## src/rtl/ddr_phase_stepper.sv

```systemverilog
// ddr_phase_stepper
// Walks the DDR read-clock PLL's dynamic phase shift from its current index to a
// requested index. Each step is a phase_step pulse, a fixed settle gap, and a wait
// for the PLL to re-lock. The block tracks the current phase modulo 2^PHASE_BITS,
// pulses done when a request completes, and latches err on a lock timeout.
//
// Optional feature macro: PHASE_SHORTEST_PATH_EN
//   defined   - take the shorter direction round the phase circle (tie steps up)
//   undefined - always step up
module ddr_phase_stepper #(
    parameter int PHASE_BITS   = 4,
    parameter int PULSE_LEN    = 2,
    parameter int STEP_GAP     = 8,
    parameter int LOCK_TIMEOUT = 1024,
    parameter int INIT_PHASE   = 4
) (
    input  logic                  clk,
    input  logic                  rst_n,
    input  logic                  req_valid,
    input  logic [PHASE_BITS-1:0] req_phase,
    output logic                  req_ready,
    input  logic                  err_clr,
    input  logic                  pll_locked,
    output logic                  phase_step,
    output logic                  phase_updn,
    output logic [PHASE_BITS-1:0] cur_phase,
    output logic                  busy,
    output logic                  done,
    output logic                  err
);

    // One counter serves both the pulse-high and the gap-low phases.
    localparam int CNT_MAX = (PULSE_LEN > STEP_GAP) ? PULSE_LEN : STEP_GAP;
    localparam int CNT_W   = $clog2(CNT_MAX + 1);
    // Timer holds 0 .. LOCK_TIMEOUT-1.
    localparam int TMR_W   = $clog2(LOCK_TIMEOUT);

    typedef enum logic [2:0] {
        S_IDLE,
        S_PULSE,
        S_GAP,
        S_WAIT_LOCK,
        S_DONE,
        S_ERROR
    } state_t;

    state_t                  state_reg;
    logic                    phase_step_reg;
    logic                    phase_updn_reg;
    logic [PHASE_BITS-1:0]   cur_phase_reg;
    logic                    done_reg;
    logic                    err_reg;
    logic [PHASE_BITS-1:0]   remain_reg;
    logic [CNT_W-1:0]        cnt_reg;
    logic [TMR_W-1:0]        timer_reg;

    logic [PHASE_BITS-1:0]   diff_next;
    logic [PHASE_BITS-1:0]   step_cnt_next;
    logic                    step_up_next;
    logic                    req_ready_int;

    // Ready and busy are pure state decodes so the requester sees them without delay.
    assign req_ready_int = (state_reg == S_IDLE) && pll_locked && !err_reg;
    assign req_ready     = req_ready_int;
    assign busy          = (state_reg != S_IDLE) && (state_reg != S_ERROR);

    assign phase_step = phase_step_reg;
    assign phase_updn = phase_updn_reg;
    assign cur_phase  = cur_phase_reg;
    assign done       = done_reg;
    assign err        = err_reg;

`ifdef PHASE_SHORTEST_PATH_EN
    localparam logic [PHASE_BITS-1:0] HALF_STEPS = PHASE_BITS'(2 ** (PHASE_BITS - 1));

    // Step count and direction for a new request: shorter way round, tie goes up.
    always_comb begin
        diff_next     = req_phase - cur_phase_reg;
        step_up_next  = 1'b1;
        step_cnt_next = diff_next;
        if (diff_next > HALF_STEPS) begin
            step_up_next  = 1'b0;
            step_cnt_next = PHASE_BITS'(0) - diff_next;
        end
    end
`else
    // Step count and direction for a new request: always walk upwards.
    always_comb begin
        diff_next     = req_phase - cur_phase_reg;
        step_up_next  = 1'b1;
        step_cnt_next = diff_next;
    end
`endif

    // Sequencer: pulse, settle gap, wait for re-lock, repeat until the count runs out.
    always_ff @(posedge clk or negedge rst_n) begin
        if (!rst_n) begin
            state_reg      <= S_IDLE;
            phase_step_reg <= 1'b0;
            phase_updn_reg <= 1'b0;
            cur_phase_reg  <= PHASE_BITS'(INIT_PHASE);
            done_reg       <= 1'b0;
            err_reg        <= 1'b0;
            remain_reg     <= '0;
            cnt_reg        <= '0;
            timer_reg      <= '0;
        end else begin
            done_reg <= 1'b0;
            case (state_reg)
                S_IDLE: begin
                    if (req_valid && req_ready_int) begin
                        remain_reg <= step_cnt_next;
                        cnt_reg    <= '0;
                        if (step_cnt_next == '0) begin
                            state_reg <= S_DONE;
                            done_reg  <= 1'b1;
                        end else begin
                            state_reg      <= S_PULSE;
                            phase_step_reg <= 1'b1;
                            phase_updn_reg <= step_up_next;
                        end
                    end
                end
                S_PULSE: begin
                    if (cnt_reg == CNT_W'(PULSE_LEN - 1)) begin
                        // The PLL moves on this pulse, so the tracked phase moves with it.
                        phase_step_reg <= 1'b0;
                        cur_phase_reg  <= phase_updn_reg ? cur_phase_reg + PHASE_BITS'(1)
                                                         : cur_phase_reg - PHASE_BITS'(1);
                        remain_reg     <= remain_reg - PHASE_BITS'(1);
                        cnt_reg        <= '0;
                        state_reg      <= S_GAP;
                    end else begin
                        cnt_reg <= cnt_reg + CNT_W'(1);
                    end
                end
                S_GAP: begin
                    if (cnt_reg == CNT_W'(STEP_GAP - 1)) begin
                        timer_reg <= '0;
                        state_reg <= S_WAIT_LOCK;
                    end else begin
                        cnt_reg <= cnt_reg + CNT_W'(1);
                    end
                end
                S_WAIT_LOCK: begin
                    // Lock is checked before the timeout so a lock on the expiry edge wins.
                    if (pll_locked) begin
                        if (remain_reg != '0) begin
                            state_reg      <= S_PULSE;
                            phase_step_reg <= 1'b1;
                            cnt_reg        <= '0;
                        end else begin
                            state_reg <= S_DONE;
                            done_reg  <= 1'b1;
                        end
                    end else if (timer_reg == TMR_W'(LOCK_TIMEOUT - 1)) begin
                        err_reg   <= 1'b1;
                        state_reg <= S_ERROR;
                    end else begin
                        timer_reg <= timer_reg + TMR_W'(1);
                    end
                end
                S_DONE: begin
                    state_reg <= S_IDLE;
                end
                S_ERROR: begin
                    if (err_clr) begin
                        err_reg   <= 1'b0;
                        state_reg <= S_IDLE;
                    end
                end
                default: begin
                    state_reg <= S_IDLE;
                end
            endcase
        end
    end

endmodule

```

## config.mk

```make
export PLATFORM = sky130hd
export DESIGN_NAME = ddr_phase_stepper
export DESIGN_NICKNAME = d
export VERILOG_FILES = /design/src/rtl/ddr_phase_stepper.sv
export SDC_FILE = /design/constraint.sdc
export NUM_CORES = 1
export LEC_CHECK = 0
export CORE_MARGIN = 2
export CORE_UTILIZATION = 35
export CTS_BUF_LIST = sky130_fd_sc_hd__clkbuf_2
export DETAILED_ROUTE_END_ITERATION = 6
export PLACE_DENSITY_LB_ADDON = 0.15
export SKIP_CTS_REPAIR_TIMING = 1
export SLEW_MARGIN = 10
export SYNTH_ARGS = -nofsm -noshare
export SYNTH_HDL_FRONTEND = slang
export SYNTH_SLANG_ARGS = --single-unit
```

## constraint.sdc

```tcl
create_clock -name clk -period 2.1 [get_ports clk]
set_clock_uncertainty 0.15 [all_clocks]
set_input_delay 0.42 -clock clk [delete_from_list [all_inputs] [get_ports clk]]
set_output_delay 0.42 -clock clk [all_outputs]
set_load 0.01 [all_outputs]
```

**Word level (Yosys, flattened, before mapping)**

Index checks and enable logic that the tools add are counted.
Widths: inputs -> output; s select.

- Eq/ne operators: 20
- $add $sub $neg: 6
- Reduce and logical (&&, ||, !) cells: 22
- Bitwise logic cells: 1
- Multiplexer cells: 38

Operators with widths:

| operator | count |
|---|---|
| $mux 4 | 8 |
| $mux 10 | 3 |
| $mux 3 | 8 |
| $ne 2x2->1 const B | 10 |
| $pmux 10 s2 | 1 |
| $pmux 4 s4 | 1 |
| $pmux 3 s5 | 1 |
| $mux 1 | 12 |
| $add 10x1->10 const B | 1 |
| $eq 10x10->1 const B | 1 |
| $reduce_and 5->1 | 2 |
| $add 4x1->4 const B | 2 |
| $pmux 4 s2 | 1 |
| $reduce_and 4->1 | 2 |
| $reduce_bool 4->1 | 2 |
| $sub 4x1->4 const B | 2 |
| $eq 3x2->1 const B | 2 |
| $ne 3x3->1 const B | 2 |
| $reduce_and 3->1 | 2 |
| $reduce_and 6->1 | 1 |
| $reduce_bool 2->1 | 3 |
| $reduce_bool 3->1 | 2 |
| $eq 4x1->1 const B | 1 |
| $eq 4x3->1 const B | 1 |
| 12 further kinds | 16 |

- Flip-flop bits (word level): 29
- Output and inout port bits: 10
- Bits of input ports: 9

**Depth between registers and ports, before layout**

Gate-level depths: netlist of the first run.

- Depth after elaboration: 6
- Mapped depth: 8
- Gate-level depth less buffers: 8

**Least setup slack after synthesis of the first run**

Ideal clock, no wire load.

- Path kind: reg2reg
- Start point: reg remain_reg[0]
- End point: reg cnt_reg[3]
- Setup time: 0.080 ns
- Cell stages (with the launch flop): 9
- Path slack: -0.060 ns
- Clock period less this slack: 2.160 ns
- Arrival time: 1.930 ns
- Cell sequence: dfrtp_1 -> inv_1 -> ha_1 -> or3b_2 -> a21oi_1 -> or4_1 -> buf_2 -> or4_1 -> o211ai_2

- Cells in the longest elaborated chain, start to end: 3

RTL lines:

| what | RTL line | RTL |
|---|---|---|
| start, declared | 53 | `logic [PHASE_BITS-1:0] remain_reg;` |
| start signal, assigned | 112 | `remain_reg <= step_cnt_next;` |
| start signal, assigned | 130 | `remain_reg <= remain_reg - PHASE_BITS'(1);` |
| $reduce_bool 4->1 | 148 | `if (remain_reg != '0) begin` |
| $ne 2x2->1 (no line) | -- |  |
| $reduce_and 5->1 (no line) | -- |  |
| end signal, assigned | 134 | `cnt_reg <= cnt_reg + CNT_W'(1);` |
| end signal, assigned | 142 | `cnt_reg <= cnt_reg + CNT_W'(1);` |
| end, declared | 54 | `logic [CNT_W-1:0] cnt_reg;` |

Every way passes these cells.
A chain may end at the register's enable or synchronous reset.

**Final worst setup path of the first run**

Ends and elaborated chain as after synthesis.

==> reports/metrics.cfg, run 1 <==
[cells_and_area]
design_area_mm2=0.00269
seq_area_um2=727
largest_reg_flops=10
fin_cells=342
num_antenna_cells=0
num-nets-final=292
multi_input_area_mm2=0.00120
num-fill-cells=510
area_growth_pct=42.6
drive_gt1_share_pct=34.9

[detailed_routing]
num_vias=1724
drtIter0Drc=48
wirelength_um=4700
via_per_inst=5.04
dr.pass1.iters=5
ant_nets=0
routedWlPerCell_um=13.7
drc=0

[cts]
clkLatencyLatePin_ps=360
cts_tree=yes
cts_buffers=5
cts_root_buffer=clkbuf_2
path_clk_slew_ps=160
clock_path_buffers=2
htree_levels=2
clock_sinks=29

[synth]
synth_area_mm2=0.00188
synth-seq-area-share_pct=38.6
synthFlopType=dfrtp_1
async_flop_share_pct=100
ys_ff_latch=29
synth_nets=223
syn_inst=202
ys_warn_count=0
ys_types=51
syn_area_per_cell_um2=9.33
synth_edf_count=0

[critical_path]
slowest_delay_ps=450
crit_path_max_fanout=3
r2r_end=cnt_reg[3]$_DFFE_PN0P_
crit_top_cell=or4_4
crit_required_ps=2240
crit_slowest_cell=or4_4
startpoint=remain_reg[0]$_DFFE_PN0P_
cp.arrival_ps=2210
cp_cell_sequence=inv_2, ha_2, or3b_4, a21oi_2, or4_4, or4_4, o211ai_2
worst-path-buf-inv=1
r2r-start=remain_reg[0]$_DFFE_PN0P_
cp.depth=7
start_kind=flip-flop
critPathTopFamily=simple AND/OR/NAND/NOR gates
crit_path_end_kind=flip-flop
crit_end=cnt_reg[3]$_DFFE_PN0P_
reg2reg_slack_ps=30
crit_type=reg2reg
reg2reg_depth=7

[place]
pre_cts_slack_ps=-442
numPortBuffers=18
place_congestion=0.814
dp.final_hpwl_um=3360
dp.cells=329
placed_area_mm2=0.00246

[status]
status=completed

[timing]
slew_headroom_pct=71.7
hold_viol=0
worstMarginPinSlew_ps=421
min_period_ps=2070
setup_viol=0
worst_slack_ps=34.9
rsz0062_at_grt=yes
drv_slew=0
layout_worst_path_cycle_share_pct=98.3
fmax_mhz=484

[floorplan]
ioPinCount=19
coreArea_mm2=0.00514
fp.dieW_um=77.4
rows=26
die_area_mm2=0.00599
die_h_um=77.4
initial_core_util_pct=36.7

[pwr]
p_per_area_mw_per_mm2=1350
ir_drop_mv=0.675
power.leakage_nw=1.24

[grt]
grt_use_total_pct=16.1
grt_pass1_vias=1654
grt-ovfl-total=0
antenna_found_initial=0
grt_max_degree=30
grt_pass1_wl_um=7590

[flow_run]
drv_cap=0

[hold_path]
hp-class=in2async

## report_power, final
group          total, mW  internal (mW)  switching, mW  leakage (nW)
Combinational       2.35           1.23           1.11         0.847
Sequential         0.879          0.738          0.141         0.348
Clock              0.410          0.203          0.207        0.0406
Total               3.64           2.18           1.46          1.24
## area by class of cell
type                       instances  area share, %
sequential                        29           27.1
tap                               70           3.26
inverter                          11           1.54
multi-input combinational        156           44.8
clock inverter                     2           1.26
timing repair buffer              68           21.0
clock buffer                       6           1.12
## cell families after synthesis
group                    Yosys count  synth area share, %
buffers and inverters             17                 3.92
AND/OR/NAND/NOR                   81                 24.8
adder cells (fa/ha/maj)           12                 8.77
multiplexers                       1                0.598
flip-flops                        29                 38.6
XOR/XNOR                          13                 6.04
AO/OA/AOI/OAI                     49                 17.3
## cells in the mapped netlist, drive strengths merged (2+ instances only)
library cell  count  area (um2)
inv              11        41.3
nand3b            4        37.5
a31oi             3        18.8
or4               2        15.0
nand4             3        18.8
o21ai            10        50.1
nand2            15        56.3
or3b              3        26.3
or2               2        12.5
a22o              4        35.0
dfrtp            28         701
nand3             7        35.0
or3               2        12.5
nor2             17        66.3
xor2              2        17.5
fa                2        40.0
nor2b             3        18.8
a21oi            14        70.1
o31ai             3        22.5
nor3             10        60.1
nor3b             3        22.5
buf               4        25.0
a21o              2        15.0
a311oi            2        17.5
clkbuf            2        7.51
xnor2            11        96.3
ha               10         125
nor4              4        40.0
nand2b            3        21.3
## per-stage QoR
step	util, %	hold slack (ps)	TNS [ps]	power (mW)
after floorplan	-	-25.6	-6.38	2.09
after global placement	47.9	324	-4910	2.94
after detailed placement	47.9	330	-5440	2.94
after CTS	49.1	266	-832	3.37
after global routing	52.3	271	-193	3.95
final	52.3	274	0	3.64
## layer usage
metal	vias up	GRT usage (%)	wire, um
li1	872	-	-
met1	812	23.5	2310
met2	35	23.6	2190
met3	5	3.60	148
met4	0	5.36	46
met5	-	0	0
## worst min-delay path by stage
| stage | endpoint | slack [ps] | cells after the start |
|---|---|---|---|
| 6_report | cur_phase[3]$_DFFE_PN0P_ | 270 | 2 |
| 5_1_grt | cur_phase[3]$_DFFE_PN0P_ | 270 | 2 |
| 4_1_cts | cur_phase[3]$_DFFE_PN0P_ | 270 | 2 |
| 3_5_place_dp | timer_reg[5]$_DFFE_PN0P_ | 330 | 1 |
| 3_3_place_gp | timer_reg[5]$_DFFE_PN0P_ | 320 | 1 |
| 2_1_floorplan | cnt_reg[0]$_DFFE_PN0P_ | -30 | 0 |
## placed cells by master (no fill, tap or decap), types with 3 or more instances in the layout
| cell type | netlist | routed |
|---|---|---|
| o31ai_1 | 3 | 3 |
| ha_2 | 0 | 3 |
| nor3b_1 | 3 | 3 |
| nand3_1 | 7 | 7 |
| nor3_1 | 8 | 7 |
| inv_2 | 0 | 4 |
| clkdlybuf4s50_1 | 0 | 13 |
| dfrtp_1 | 28 | 28 |
| dlymetal6s2s_1 | 0 | 4 |
| inv_1 | 11 | 7 |
| a31oi_1 | 3 | 3 |
| a22o_1 | 4 | 4 |
| a21oi_1 | 14 | 12 |
| xnor2_1 | 11 | 9 |
| o21ai_0 | 10 | 8 |
| nor3_2 | 2 | 3 |
| clkbuf_2 | 0 | 7 |
| nand4_1 | 3 | 3 |
| nor2_1 | 16 | 15 |
| ha_1 | 10 | 6 |
| nand2_1 | 15 | 15 |
| buf_4 | 2 | 49 |
Power figures use the tool's default switching activity.
==> run 2: changes to the inputs <==
--- a/config.mk
+++ b/config.mk
@@ -5,9 +5,9 @@
 export SDC_FILE = /design/constraint.sdc
 export NUM_CORES = 1
 export LEC_CHECK = 0
+export CAP_MARGIN = 20
 export CORE_MARGIN = 2
 export CORE_UTILIZATION = 35
-export CTS_BUF_LIST = sky130_fd_sc_hd__clkbuf_2
 export DETAILED_ROUTE_END_ITERATION = 6
 export PLACE_DENSITY_LB_ADDON = 0.15
 export SKIP_CTS_REPAIR_TIMING = 1
==> reports/metrics.cfg, run 2 (synthesis gave the netlist of run 1 again) <==
[detailed_routing]
dr.pass1.iters=4  ; -1
via_per_inst=4.95  ; -1.7%
wirelength_um=4690  ; -0.19%
routedWlPerCell_um=13.8  ; +0.40%
drtIter0Drc=45  ; -6.3%
num_vias=1684  ; -2.3%
ant_nets=0  ; unchanged
drc=0  ; unchanged

[pwr]
p_per_area_mw_per_mm2=1400  ; +3.0%
power_mw=3.80  ; +4.4%
ir_drop_mv=0.667  ; -1.2%
power.leakage_nw=1.26  ; +2.3%

[timing]
drv_slew=0  ; unchanged
worstMarginPinSlew_ps=431  ; +10.2 ps
slew_headroom_pct=71.0  ; -0.69 points
min_period_ps=2050  ; -13.4 ps
layout_worst_path_cycle_share_pct=97.7  ; -0.64 points
rsz0062_at_grt=yes
whs_ps=339  ; +65.5 ps
setup_tns_ps=0  ; unchanged
fmax_mhz=487  ; +0.65%
hold_viol=0  ; unchanged
setup_viol=0  ; unchanged

[floorplan]
die_area_mm2=0.00599  ; unchanged
coreArea_mm2=0.00514  ; unchanged
die_h_um=77.4  ; unchanged
ioPinCount=19  ; unchanged
fp.dieW_um=77.4  ; unchanged
rows=26  ; unchanged
initial_core_util_pct=36.7  ; unchanged

[hold_path]
hold_path_depth=1
hold_path_end=timer_reg[5]$_DFFE_PN0P_
worstHoldStart=timer_reg[5]$_DFFE_PN0P_
hp-class=reg2reg

[critical_path]
start_kind=flip-flop
reg2reg_depth=7  ; unchanged
crit_path_max_fanout=3  ; unchanged
reg2reg_slack_ps=50  ; about the same
cp.arrival_ps=2110  ; -100 ps
r2r_end=cnt_reg[3]$_DFFE_PN0P_
r2r-start=remain_reg[0]$_DFFE_PN0P_
crit_required_ps=2160  ; -80 ps
crit_type=reg2reg
crit_path_end_kind=flip-flop

[grt]
grt_pass1_wl_um=7620  ; +0.45%
grt_max_degree=30  ; unchanged
grt_pass1_vias=1669  ; +0.91%
antenna_found_initial=0  ; unchanged
grt-ovfl-total=0  ; unchanged
grt_use_total_pct=16.3  ; +0.15 points

[cts]
cts_root_buffer=clkbuf_8
htree_levels=2  ; unchanged
clock_sinks=29  ; unchanged
cts_tree=yes
cts_buffers=5  ; unchanged
clkLatencyLatePin_ps=290  ; -70 ps
clock_path_buffers=2  ; unchanged
path_clk_slew_ps=60  ; -100 ps

[cells_and_area]
final_common_cell=buf_4
layout_common_cells=48 x buf_4, 28 x dfrtp_1, 16 x nor2_1
drive_gt1_share_pct=31.9  ; -3.1 points
design_area_mm2=0.00272  ; +1.3%
num-nets-final=290  ; -0.68%
largest_reg_flops=10  ; unchanged
num-fill-cells=507  ; -0.59%
area_growth_pct=44.4
num_antenna_cells=0  ; unchanged

[place]
dp.final_hpwl_um=3360  ; unchanged
placed_area_mm2=0.00246  ; unchanged
place_congestion=0.814  ; unchanged
numPortBuffers=18  ; unchanged

[status]
status=completed

[flow_run]
drv_cap=0  ; unchanged

-- run 2: final cells by class --
cell class	instances	area, um2	share of cell area (%)
Multi-Input combinational cell	156	1190	43.9
Sequential cell	29	727	26.7
Timing Repair Buffer	66	556	20.4
Tap cell	70	87.6	3.22
Clock buffer	7	86.3	3.17
Inverter	11	41.3	1.52
Clock inverter	1	30.0	1.10
-- run 2: how the worst max path moves through the flow --
stage,start,endpoint,slack (ps),cells past startpoint
after floorplan,remain_reg[0]$_DFFE_PN0P_,cnt_reg[3]$_DFFE_PN0P_,-6,8
after global placement,req_phase[0],state_reg[0]$_DFFE_PN0P_,-370,8
after detailed placement,req_phase[0],phase_step$_DFFE_PN0P_,-440,9
after CTS,pll_locked,req_ready,-330,4
after global routing,cur_phase[0]$_DFFE_PN0P_,state_reg[0]$_DFFE_PN0P_,-50,7
final,remain_reg[0]$_DFFE_PN0P_,cnt_reg[3]$_DFFE_PN0P_,50,7
-- run 2: stage by stage --
step / setup WS (ps) / util (%) / cells
final: 48.2 / 52.9 / 340
after detailed placement: -442 / 47.9 / 329
after CTS: -335 / 50.1 / 337
after floorplan: -6.38 / - / 202
after global routing: -50.8 / 52.9 / 340
after global placement: -375 / 47.9 / 329
-- run 2: power breakdown --
group          leakage [nW]  total (mW)  switching [mW]  internal [mW]
sequential            0.348       0.879           0.138          0.741
clock                0.0585       0.611           0.224          0.386
combinational         0.857        2.31            1.10           1.20
total                  1.26        3.80            1.47           2.33
-- run 2: worst max-delay path, cell delays in order, from the launching register on --
cell      delay [ps]
dfrtp_1          340
inv_1             60
ha_1             190
or3b_4           250
a21oi_2           60
or4_4            440
or4_4            430
o211ai_2          70
-- run 2: routing by layer --
layer	wire length (um)	GRT usage, %
met5	0	0
met4	66	5.89
met3	113	3.60
met2	2170	23.9
met1	2340	23.4
